===== config.mk =====
export PLATFORM = sky130hd
export DESIGN_NAME = tmds_gearbox
export DESIGN_NICKNAME = d
export VERILOG_FILES = /design/src/rtl/tmds_gearbox.sv
export SDC_FILE = /design/constraint.sdc
export NUM_CORES = 1
export LEC_CHECK = 0
export CORE_UTILIZATION = 52
export DETAILED_ROUTE_END_ITERATION = 6
export PLACE_DENSITY = 0.79
export SLEW_MARGIN = 15
export SYNTH_ARGS = -nofsm -noshare
export SYNTH_HDL_FRONTEND = slang
export SYNTH_SLANG_ARGS = --single-unit
export TNS_END_PERCENT = 50

===== constraint.sdc =====
create_clock -name clk_pixel_x5 -period 3.76 [get_ports clk_pixel_x5]
set_clock_uncertainty 0.15 [all_clocks]
set_input_delay 0.752 -clock clk_pixel_x5 [delete_from_list [all_inputs] [get_ports clk_pixel_x5]]
set_output_delay 0.752 -clock clk_pixel_x5 [all_outputs]
set_load 0.02 [all_outputs]

===== src/rtl/tmds_gearbox.sv =====
// tmds_gearbox: serializes per-lane parallel TMDS words into OUT_W-bit chunks behind a one-deep
// holding register, with idle fill, a free-running clock lane and underrun accounting.
module tmds_gearbox #(
    parameter int CHANNELS = 3,
    parameter int WORD_W = 10,
    parameter int OUT_W = 2,
    parameter bit MSB_FIRST = 1'b0,
    parameter bit CLOCK_LANE = 1'b1,
    parameter logic [WORD_W-1:0] CLOCK_PATTERN = 10'b1111100000,
    parameter logic [WORD_W-1:0] IDLE_WORD = 10'b1101010100
) (
    input  logic                         clk_pixel_x5,
    input  logic                         reset,
    input  logic [CHANNELS*WORD_W-1:0]   data_in,
    input  logic                         data_valid,
    output logic                         data_ready,
    output logic                         word_strobe,
    output logic [CHANNELS*OUT_W-1:0]    tmds_out,
    output logic [OUT_W-1:0]             clk_out,
    input  logic                         underrun_clear,
    output logic                         underrun,
    output logic [15:0]                  underrun_count
);
    localparam int R = WORD_W / OUT_W;
    localparam int PW = R > 1 ? $clog2(R) : 1;
    localparam logic [PW-1:0] LAST = PW'(R - 1);

    if (WORD_W % OUT_W != 0 || R < 2) begin : g_bad_ratio
        $error("tmds_gearbox: WORD_W must be a multiple of OUT_W giving at least two chunks");
    end

    typedef enum logic {IDLE, RUN} state_t;

    state_t                       state;
    logic [PW-1:0]                phase;
    logic                         hold_valid;
    logic [CHANNELS*WORD_W-1:0]   hold;
    logic [CHANNELS*WORD_W-1:0]   sh;
    logic [CHANNELS*WORD_W-1:0]   sh_next;
    logic [WORD_W-1:0]            csh;
    logic                         load;
    logic                         xfer;
    logic                         ev;

    // Shifters hold words pre-ordered so the first-transmitted bit always sits at bit 0.
    function automatic logic [WORD_W-1:0] order(input logic [WORD_W-1:0] w);
        logic [WORD_W-1:0] r;
        for (int i = 0; i < WORD_W; i++) r[i] = MSB_FIRST ? w[WORD_W-1-i] : w[i];
        return r;
    endfunction

    assign load        = phase == LAST;
    assign data_ready  = !hold_valid || load;
    assign word_strobe = load;
    assign xfer        = data_valid && data_ready;
    assign ev          = load && !hold_valid && state == RUN;
    assign clk_out     = CLOCK_LANE ? csh[OUT_W-1:0] : '0;

    always_comb begin
        sh_next  = '0;
        tmds_out = '0;
        for (int c = 0; c < CHANNELS; c++) begin
            sh_next[c*WORD_W +: WORD_W] = load ? order(hold_valid ? hold[c*WORD_W +: WORD_W] : IDLE_WORD)
                                               : sh[c*WORD_W +: WORD_W] >> OUT_W;
            tmds_out[c*OUT_W +: OUT_W]  = sh[c*WORD_W +: OUT_W];
        end
    end

    always_ff @(posedge clk_pixel_x5 or posedge reset) begin
        if (reset) begin
            state          <= IDLE;
            phase          <= '0;
            hold_valid     <= 1'b0;
            hold           <= '0;
            sh             <= {CHANNELS{order(IDLE_WORD)}};
            csh            <= order(CLOCK_PATTERN);
            underrun       <= 1'b0;
            underrun_count <= '0;
        end else begin
            phase      <= load ? '0 : phase + 1'b1;
            sh         <= sh_next;
            csh        <= load ? order(CLOCK_PATTERN) : csh >> OUT_W;
            hold_valid <= xfer || (hold_valid && !load);
            if (xfer) hold <= data_in;
            if (load && hold_valid) state <= RUN;
            // A clear coinciding with an underrun leaves exactly that one event recorded.
            if (underrun_clear) begin
                underrun       <= ev;
                underrun_count <= {15'd0, ev};
            end else if (ev) begin
                underrun       <= 1'b1;
                underrun_count <= underrun_count != 16'hFFFF ? underrun_count + 16'd1 : underrun_count;
            end
        end
    end
endmodule


==> results of run 1 <==
registers in the layout (all words and copies together) (netlist names):
| signal | count |
|---|---|
| hold | 30 |
| sh | 30 |
| underrun_count | 16 |
| csh | 8 |
| phase | 3 |
| hold_valid | 1 |
| state | 1 |
| underrun | 1 |
final timing paths:
| kind | to | cells past startpoint | startpoint | slack, ns |
|---|---|---|---|---|
| hold / removal | csh[0]$_DFF_PP0_ | 1 | csh[2]$_DFF_PP0_ | 0.29 |
| max in group asynchronous | csh[7]$_DFF_PP1_ | 3 | reset | 2.01 |
| setup / recovery | underrun_count[15]$_DFFE_PP0P_ | 4 | underrun_clear | 0.68 |
| hold reg to reg | csh[0]$_DFF_PP0_ | 1 | csh[2]$_DFF_PP0_ | 0.29 |
| min in group asynchronous | hold[27]$_DFFE_PP0P_ | 2 | reset | 0.70 |
| setup reg to reg | underrun_count[15]$_DFFE_PP0P_ | 6 | phase[0]$_DFF_PP0_ | 0.96 |
cells by family after synthesis:
logic type      Yosys count  share of synthesized area
mux                      32                     0.0894
compound gates           65                      0.109
simple gates            116                      0.164
fa+ha+maj                 3                    0.00935
flops                    90                      0.567
buf+inv                  51                     0.0620
layout by cell type, fill, tap and decap left out, types with 4 or more instances in the layout:
master,netlist,layout
a31oi_1,9,9
nor2b_1,5,5
or3_1,4,4
inv_1,23,22
nor2_1,21,21
nand3b_1,4,4
clkbuf_8,0,9
nand2b_1,8,8
mux2_2,31,31
dfstp_2,18,18
and2_1,7,7
nand3_1,5,5
clkdlybuf4s50_1,0,60
o21ai_0,32,32
a21oi_1,6,6
o211ai_2,6,6
dfrtp_1,72,72
or4_1,4,4
nand2_1,39,39
buf_4,8,6
power groups by stage:
stage,sequential (uW),combinational [uW],clock [uW]
2_1_floorplan,1140,179,0
3_3_place_gp,1130,297,0
3_5_place_dp,1140,309,0
4_1_cts,1120,310,717
5_1_grt,1140,335,754
6_report,1120,305,698
metrics by stage:
stage | cell area (sq um) | instances | setup slack (ns) | hold WS (ns)
after global routing | 4850 | 511 | 0.514 | 0.320
final | 4850 | 511 | 0.683 | 0.295
after global placement | 4640 | 495 | 0.475 | 0.282
after CTS | 4850 | 511 | 0.715 | 0.302
after detailed placement | 4640 | 495 | 0.366 | 0.287
after floorplan | 4020 | 357 | 0.553 | 0.276
metal layers:
metal | vias to the layer above | GRT usage | wire length [um]
li1 | 1314 | - | -
met1 | 1330 | 0.256 | 3180
met2 | 59 | 0.328 | 3740
met3 | 13 | 0.0381 | 247
met4 | 0 | 0.0685 | 124
met5 | - | 0 | 0
final cells by class:
type	count	share of cell area
Clock buffer	12	0.0278
Clock inverter	4	0.0157
Inverter	23	0.0180
Multi-Input combinational cell	216	0.307
Sequential cell	90	0.469
Tap cell	99	0.0255
Timing Repair Buffer	67	0.137
worst reg2reg max path, delay by kind of cell, from the launching register on:
kind / cells / cell delay [ns]
AO/OA/AOI/OAI: 1 / 0.24
adder cells (fa/ha/maj): 1 / 0.25
buffers and inverters: 1 / 0.05
flip-flops: 1 / 0.39
AND/OR/NAND/NOR: 3 / 1.56
==> results.ini, run 1 <==
[setup_path]
critical-path-max-stage-delay_ns = 0.80
crit_type = input port to register
crit_path_max_fanout = 15
critPathBufInv = 1
path_cells = clkdlybuf4s50_1, nor2b_1, or2_1, o221ai_1
cp_slowest_cell = nor2b_1
required_ns = 3.79
worstPathArrival_ns = 3.11
critPathTopFamily = simple AND/OR/NAND/NOR gates
endpoint_kind = register
critPathLaunchType = input port

[drt]
vias = 2716
wl_per_cell_um = 14.3
drc = 0
drt_wl_total_um = 7290
viasPerCell = 5.32
drt_iter0_markers = 132
ant_nets = 0
drt_pass1_iterations = 4

[placed_design]
numPortBuffers = 60
place_congestion = 0.788
hpwl_um = 4840

[clock_tree]
cts_tree = built
cts_setup_buffers = 0
clk_latency_ns = 0.35
cts_buffers = 9
post_cts_resized = 0
root_buffer = clkbuf_8
htree_levels = 3
clkSinkCount = 90
cts.reportedPaths.clkPinSlew_ns = 0.08
clock_tree.buffer_depth = 2
cts_hold_buf = 0

[finish]
diodes = 0
syn_to_final_growth_pct = 20.9
nets = 444
fillCellCount = 582
drive_above_1_share = 0.211
final_util = 0.659
regArea_sq_um = 2270
multi_input_area_sq_um = 1490

[die]
pin_count = 61
die_width_um = 89.9
num_rows = 31
die-area_sq_um = 8080
dieHeight_um = 89.9
initial_utilization = 0.545
coreArea_sq_um = 7370

[sta]
drv_slew = 0
slew_headroom = 0.400
worst-slew-pin-transition_ns = 0.899
max_freq_mhz = 325
hold_viol_final = 0
period_needed_ns = 3.08
fin_crit_sh = 0.818
setup_tns_ns = 0
rsz0062_at_grt = no
setup_viol = 0

[yosys]
yosys_register_bits = 90
yosysTopAreaCell = dfrtp_1
syn_inst = 357
synth_warnings = 0
ys.flop_type = dfrtp_1
netlist_area_sq_um = 4020
synth_top_area_frac = 0.449
synthTopCellsByArea = dfrtp_1, dfstp_2, mux2_2
synth_commonest_cells = dfrtp_1, nand2_1, o21ai_0, mux2_2, inv_1
ys_types = 46
yosysMostFrequentCell = dfrtp_1
async_reset_ff_frac = 1.00
syn_avg_cell_area_sq_um = 11.2
synth_edf_count = 0
seq_area_frac_synth = 0.567
syn-num-nets = 394

[run]
maxCapViolations = 0

[grt]
antenna_found_initial = 0
grt_usage = 0.196
grt_pass1_wl_um = 12800
grt_max_degree = 48
grt_pass1_vias = 2663
grt_overflow_total = 0

[power]
p_leak_uw = 0.00210
pwr_density_cell_nw_per_um2 = 437
finalPower_uw = 2120
intPower_uw = 1590
power_frac_comb = 0.143
pwr-share-seq = 0.528
p_sw_uw = 533
p_clk_frac = 0.329
peakVddDrop_uv = 321
swShare = 0.251

[run_status]
status = complete, no violations

[min_path]
hp-class = register to register

Note: power is estimated with default switching activity, not from simulation.
==> run 2: changes to the inputs <==
==> constraint.sdc (replaced) <==
create_clock -name clk_pixel_x5 -period 3.1 [get_ports clk_pixel_x5]
set_clock_uncertainty 0.15 [all_clocks]
set_input_delay 0.62 -clock clk_pixel_x5 [delete_from_list [all_inputs] [get_ports clk_pixel_x5]]
set_output_delay 0.62 -clock clk_pixel_x5 [all_outputs]
set_load 0.02 [all_outputs]
==> run 2 against run 1 <==
  * Die area stayed put
  * Worst hold slack better by 0.0026 ns
  * Global-route usage is 0.75 points higher
  * Register-to-register slack worse by 0.11 ns
==> results.ini, run 2 (synthesized netlist as in run 1, its figures left out) <==
[placed_design]
place_congestion = 0.819  ; +3.9%
numPortBuffers = 60  ; unchanged
place_area_sq_um = 4670  ; +0.49%
dp_cells = 498  ; +0.61%
hpwl_um = 4950  ; +2.1%

[finish]
largestRegisters = hold (30), sh (30), underrun_count (16)
final_cell_mix = dfrtp_1, clkdlybuf4s50_1, nand2_1
stdcell_count = 514  ; +0.59%
diodes = 0  ; unchanged
nets = 447  ; +0.68%
syn_to_final_growth_pct = 20.9  ; unchanged
drive_above_1_share = 0.217  ; +0.00570
final_common_cell = dfrtp_1
fin_area_sq_um = 4850  ; unchanged

[clock_tree]
cts_setup_buffers = 0  ; unchanged
clk_latency_ns = 0.35  ; about the same
clkSinkCount = 90  ; unchanged
cts_tree = built
cts.reportedPaths.clkPinSlew_ns = 0.10  ; +0.02 ns
cts_hold_buf = 0  ; unchanged
root_buffer = clkbuf_8
post_cts_resized = 0  ; unchanged
htree_levels = 3  ; unchanged
cts_buffers = 9  ; unchanged
clock_tree.buffer_depth = 2  ; unchanged

[grt]
grt_pass1_wl_um = 13100  ; +2.5%
grt_usage = 0.203  ; +0.00749
grt_overflow_total = 0  ; unchanged
grt_max_degree = 47  ; -2.1%
antenna_found_initial = 0  ; unchanged
grt_pass1_vias = 2723  ; +2.3%

[setup_path]
cp_slowest_cell = clkdlybuf4s50_1
crit_path_max_fanout = 3  ; -12
crit_type = register to primary output
worstPathArrival_ns = 1.98  ; -1.13 ns
reg2reg_setup_slack_ns = 0.85  ; -0.11 ns
required_ns = 2.33  ; -1.46 ns
critPathLaunchType = register
critical-path-max-stage-delay_ns = 0.62  ; -0.18 ns
path_cells = inv_1, ha_1, nand2_1, nand2_1, clkdlybuf4s50_1
cp_common_cell = nand2_1
regToRegStartpoint = hold_valid$_DFF_PP0_
crit_path_start = phase[0]$_DFF_PP0_
endpoint_kind = primary output

[drt]
drc = 0  ; unchanged
drt_wl_total_um = 7360  ; +1.0%
wl_per_cell_um = 14.3  ; +0.41%
vias = 2738  ; +0.81%
ant_nets = 0  ; unchanged
viasPerCell = 5.33  ; +0.22%
drt_pass1_iterations = 4  ; unchanged
drt_iter0_markers = 94  ; -29%

[sta]
slew_headroom = 0.626  ; +0.226
drv_slew = 0  ; unchanged
rsz0062_at_grt = no
period_needed_ns = 2.75
hold_viol_final = 0  ; unchanged
fin_crit_sh = 0.888
hold_ws_ns = 0.297  ; +0.00255 ns
setup_tns_ns = 0  ; unchanged
setup_viol = 0  ; unchanged
worst-slew-pin-transition_ns = 0.561  ; -0.338 ns
max_freq_mhz = 363

[die]
pin_count = 61  ; unchanged
num_rows = 31  ; unchanged
dieHeight_um = 89.9  ; unchanged
coreArea_sq_um = 7370  ; unchanged
die-area_sq_um = 8080  ; unchanged
initial_utilization = 0.545  ; unchanged
die_width_um = 89.9  ; unchanged

[min_path]
worstHoldStart = csh[4]$_DFF_PP0_
hp-class = register to register

[power]
p_leak_uw = 0.00210  ; about the same
finalPower_uw = 2510  ; +18%
peakVddDrop_uv = 303  ; -5.8%
pwr_density_cell_nw_per_um2 = 517  ; +18%

[run_status]
status = complete, no violations

[run]
maxCapViolations = 0  ; unchanged

==> run 2: cell count changes in the layout (fill, tap and decap cells not counted), sizes merged <==
cell	delta
buf	+3
clkinvlp	+1
bufinv	-1
inv	+1
clkinv	-1
==> run 2: power by group <==
part           internal, uW  leakage, uW  switching [uW]
logic                   200     0.000923             172
clock network           377    0.0000872             400
registers              1280      0.00109            84.5
==> run 2: stage by stage <==
stage	setup WS (ns)	util
3_3_place_gp	0.619	0.633
2_1_floorplan	0.0245	-
6_report	0.348	0.659
5_1_grt	0.251	0.659
3_5_place_dp	0.573	0.633
4_1_cts	0.354	0.659
==> run 2: critical path: cells and delay by family, from the launching register on <==
kind                       cells  cell delay, ns
and+or+nand+nor                2            0.29
adders and majority gates      1            0.23
buffers and inverters          2            0.69
DFF                            1            0.41
==> run 2: final timing paths <==
path	end	cells after the start
setup / recovery	data_ready	5
hold / removal	csh[2]$_DFF_PP0_	1
setup reg to reg	underrun_count[15]$_DFFE_PP0P_	6
hold reg to reg	csh[2]$_DFF_PP0_	1
max in group asynchronous	sh[22]$_DFF_PP1_	3
min in group asynchronous	hold[28]$_DFFE_PP0P_	2
==> run 2: area by class of cell <==
cell class | count | area, sq um
multi-input cells | 216 | 1490
well taps | 99 | 124
flip-flops and latches | 90 | 2270
clock inverters | 4 | 53.8
inverters | 23 | 87.6
clock buffers | 12 | 135
repair buffers | 70 | 688
fillers | 583 | 2510
==> run 2: metal layers <==
layer / wire length [um] / vias to the layer above / global-route usage
met3: 301 / 15 / 0.0423
met1: 3240 / 1337 / 0.261
li1: - / 1323 / -
met2: 3680 / 63 / 0.338
met4: 139 / 0 / 0.0847
met5: 0 / - / 0
==> run 3: changes to the inputs <==
--- a/config.mk
+++ b/config.mk
@@ -5,9 +5,10 @@
 export SDC_FILE = /design/constraint.sdc
 export NUM_CORES = 1
 export LEC_CHECK = 0
-export CORE_UTILIZATION = 52
+export CORE_UTILIZATION = 54
 export DETAILED_ROUTE_END_ITERATION = 6
-export PLACE_DENSITY = 0.79
+export HOLD_SLACK_MARGIN = 0.05
+export PLACE_DENSITY = 0.82
 export SLEW_MARGIN = 15
 export SYNTH_ARGS = -nofsm -noshare
 export SYNTH_HDL_FRONTEND = slang
==> run 3 against run 2 <==
  * Critical path type unchanged
  * Core utilization rose by 1.7 points
  * Clock power grew 12%
  * Wire length rose by 2.4%
  * Sequential power hardly changed
  * Fmax rose by 0.37%
  * Largest cell class unchanged
==> results.ini, run 3 (synthesized netlist as in run 1, its figures left out) <==
[run_status]
status = complete, no violations

[sta]
rsz0062_at_grt = no
worst-slew-pin-transition_ns = 0.463  ; -0.0977 ns
slew_headroom = 0.688  ; +0.0627
max_freq_mhz = 365  ; +0.37%
timing.final.ws_setup_ns = 0.358  ; +0.0102 ns
setup_tns_ns = 0  ; unchanged
drv_slew = 0  ; unchanged
setup_viol = 0  ; unchanged
fin_crit_sh = 0.884  ; -0.00330
period_needed_ns = 2.74  ; -0.0102 ns
hold_viol_final = 0  ; unchanged

[finish]
nets = 446  ; -0.22%
largestRegisters = hold (30), sh (30), underrun_count (16)
final_common_cell = dfrtp_1
syn_to_final_growth_pct = 21.4
diodes = 0  ; unchanged
final_cell_mix = dfrtp_1, clkdlybuf4s50_1, nand2_1
drive_above_1_share = 0.222  ; +0.00535

[grt]
grt_usage = 0.222  ; +0.0182
grt_max_degree = 68  ; +45%
grt_overflow_total = 0  ; unchanged
antenna_found_initial = 0  ; unchanged
grt_pass1_vias = 2852  ; +4.7%
grt_pass1_wl_um = 12900  ; -1.3%

[placed_design]
numPortBuffers = 60  ; unchanged
hpwl_um = 4950  ; about the same
pre_cts_ws_ns = 0.609  ; +0.0363 ns
place_congestion = 0.780  ; -4.8%

[setup_path]
critPathLaunchType = register
r2r_end = underrun_count[10]$_DFFE_PP0P_
required_ns = 2.33  ; about the same
endpoint_kind = primary output
crit_type = register to primary output
worstPathArrival_ns = 1.97  ; about the same
crit_path_start = phase[0]$_DFF_PP0_
ff2ff_path_depth = 5  ; -1
regToRegStartpoint = underrun_count[0]$_DFFE_PP0P_
reg2reg_setup_slack_ns = 0.95  ; +0.10 ns
crit_path_max_fanout = 3  ; unchanged

[power]
pwr-share-seq = 0.523  ; -0.019
p_leak_uw = 0.00212  ; +0.83%
pwr_density_cell_nw_per_um2 = 534  ; +3.3%
peakVddDrop_uv = 332  ; +9.6%
p_clk_frac = 0.334  ; +0.024
intPower_uw = 1930  ; +4.0%
swShare = 0.260  ; -0.00197
p_sw_uw = 676  ; +3.0%
power_frac_comb = 0.143  ; -0.005

[drt]
wl_per_cell_um = 14.7  ; +2.6%
drt_pass1_iterations = 4  ; unchanged
ant_nets = 0  ; unchanged
vias = 2778  ; +1.5%
drt_wl_total_um = 7540  ; +2.4%
drt_iter0_markers = 155  ; +65%
viasPerCell = 5.42  ; +1.7%
drc = 0  ; unchanged

[min_path]
holdPathStages = 1  ; unchanged
worstHoldStart = csh[4]$_DFF_PP0_
hold_end = csh[2]$_DFF_PP0_
hp-class = register to register

[die]
initial_utilization = 0.557  ; +0.0117
die_width_um = 88.2  ; -1.8%
pin_count = 61  ; unchanged
dieHeight_um = 88.2  ; -1.8%
die-area_sq_um = 7780  ; -3.6%
num_rows = 31  ; unchanged
coreArea_sq_um = 7210  ; -2.1%

[clock_tree]
clkSinkCount = 90  ; unchanged
cts.reportedPaths.clkPinSlew_ns = 0.09  ; about the same
clock_tree.buffer_depth = 2  ; unchanged
cts_buffers = 9  ; unchanged
clk_latency_ns = 0.37  ; +0.02 ns
cts_tree = built
post_cts_resized = 0  ; unchanged
root_buffer = clkbuf_8
cts_setup_buffers = 0  ; unchanged
htree_levels = 3  ; unchanged
cts_hold_buf = 0  ; unchanged

[run]
maxCapViolations = 0  ; unchanged

## run 3: metal layers
layer	global-route usage	wire length (um)
met2	0.360	3800
met3	0.0560	333
met5	0	0
met1	0.279	3250
met4	0.107	155
## run 3: metrics by stage
step	area, sq um	utilization	hold slack [ns]	std cells	total power [uW]
2_1_floorplan	4020	-	0.276	357	1610
3_3_place_gp	4660	0.646	0.282	497	1740
3_5_place_dp	4660	0.646	0.289	497	1760
4_1_cts	4870	0.676	0.314	513	2620
5_1_grt	4870	0.676	0.329	513	2720
6_report	4870	0.676	0.305	513	2600
## run 3: how the worst max path moves through the flow
stage | to | cells after the start
after floorplan | csh[0]$_DFF_PP0_ | 1
after global placement | underrun_count[13]$_DFFE_PP0P_ | 5
after detailed placement | underrun_count[13]$_DFFE_PP0P_ | 5
after CTS | data_ready | 5
after global routing | data_ready | 5
final | data_ready | 5
## run 3: power groups by stage
stage	clock network, uW	registers, uW	logic [uW]
global placement	0	1380	361
detailed placement	0	1380	374
floorplan	0	1390	218
global route	936	1380	413
CTS	884	1360	376
finish	870	1360	371
## run 3: critical path, cell delays in order, from the launching register on
cell,delay [ns]
dfrtp_1,0.41
inv_1,0.07
ha_1,0.24
nand2_1,0.13
nand2_1,0.13
clkdlybuf4s50_1,0.63
## run 3: layout make-up
cell class,instances,area [sq um]
inverters,23,87.6
clock buffers,9,124
clock inverters,7,91.3
well taps,99,124
fillers,564,2340
flip-flops and latches,90,2270
repair buffers,69,681
multi-input cells,216,1490
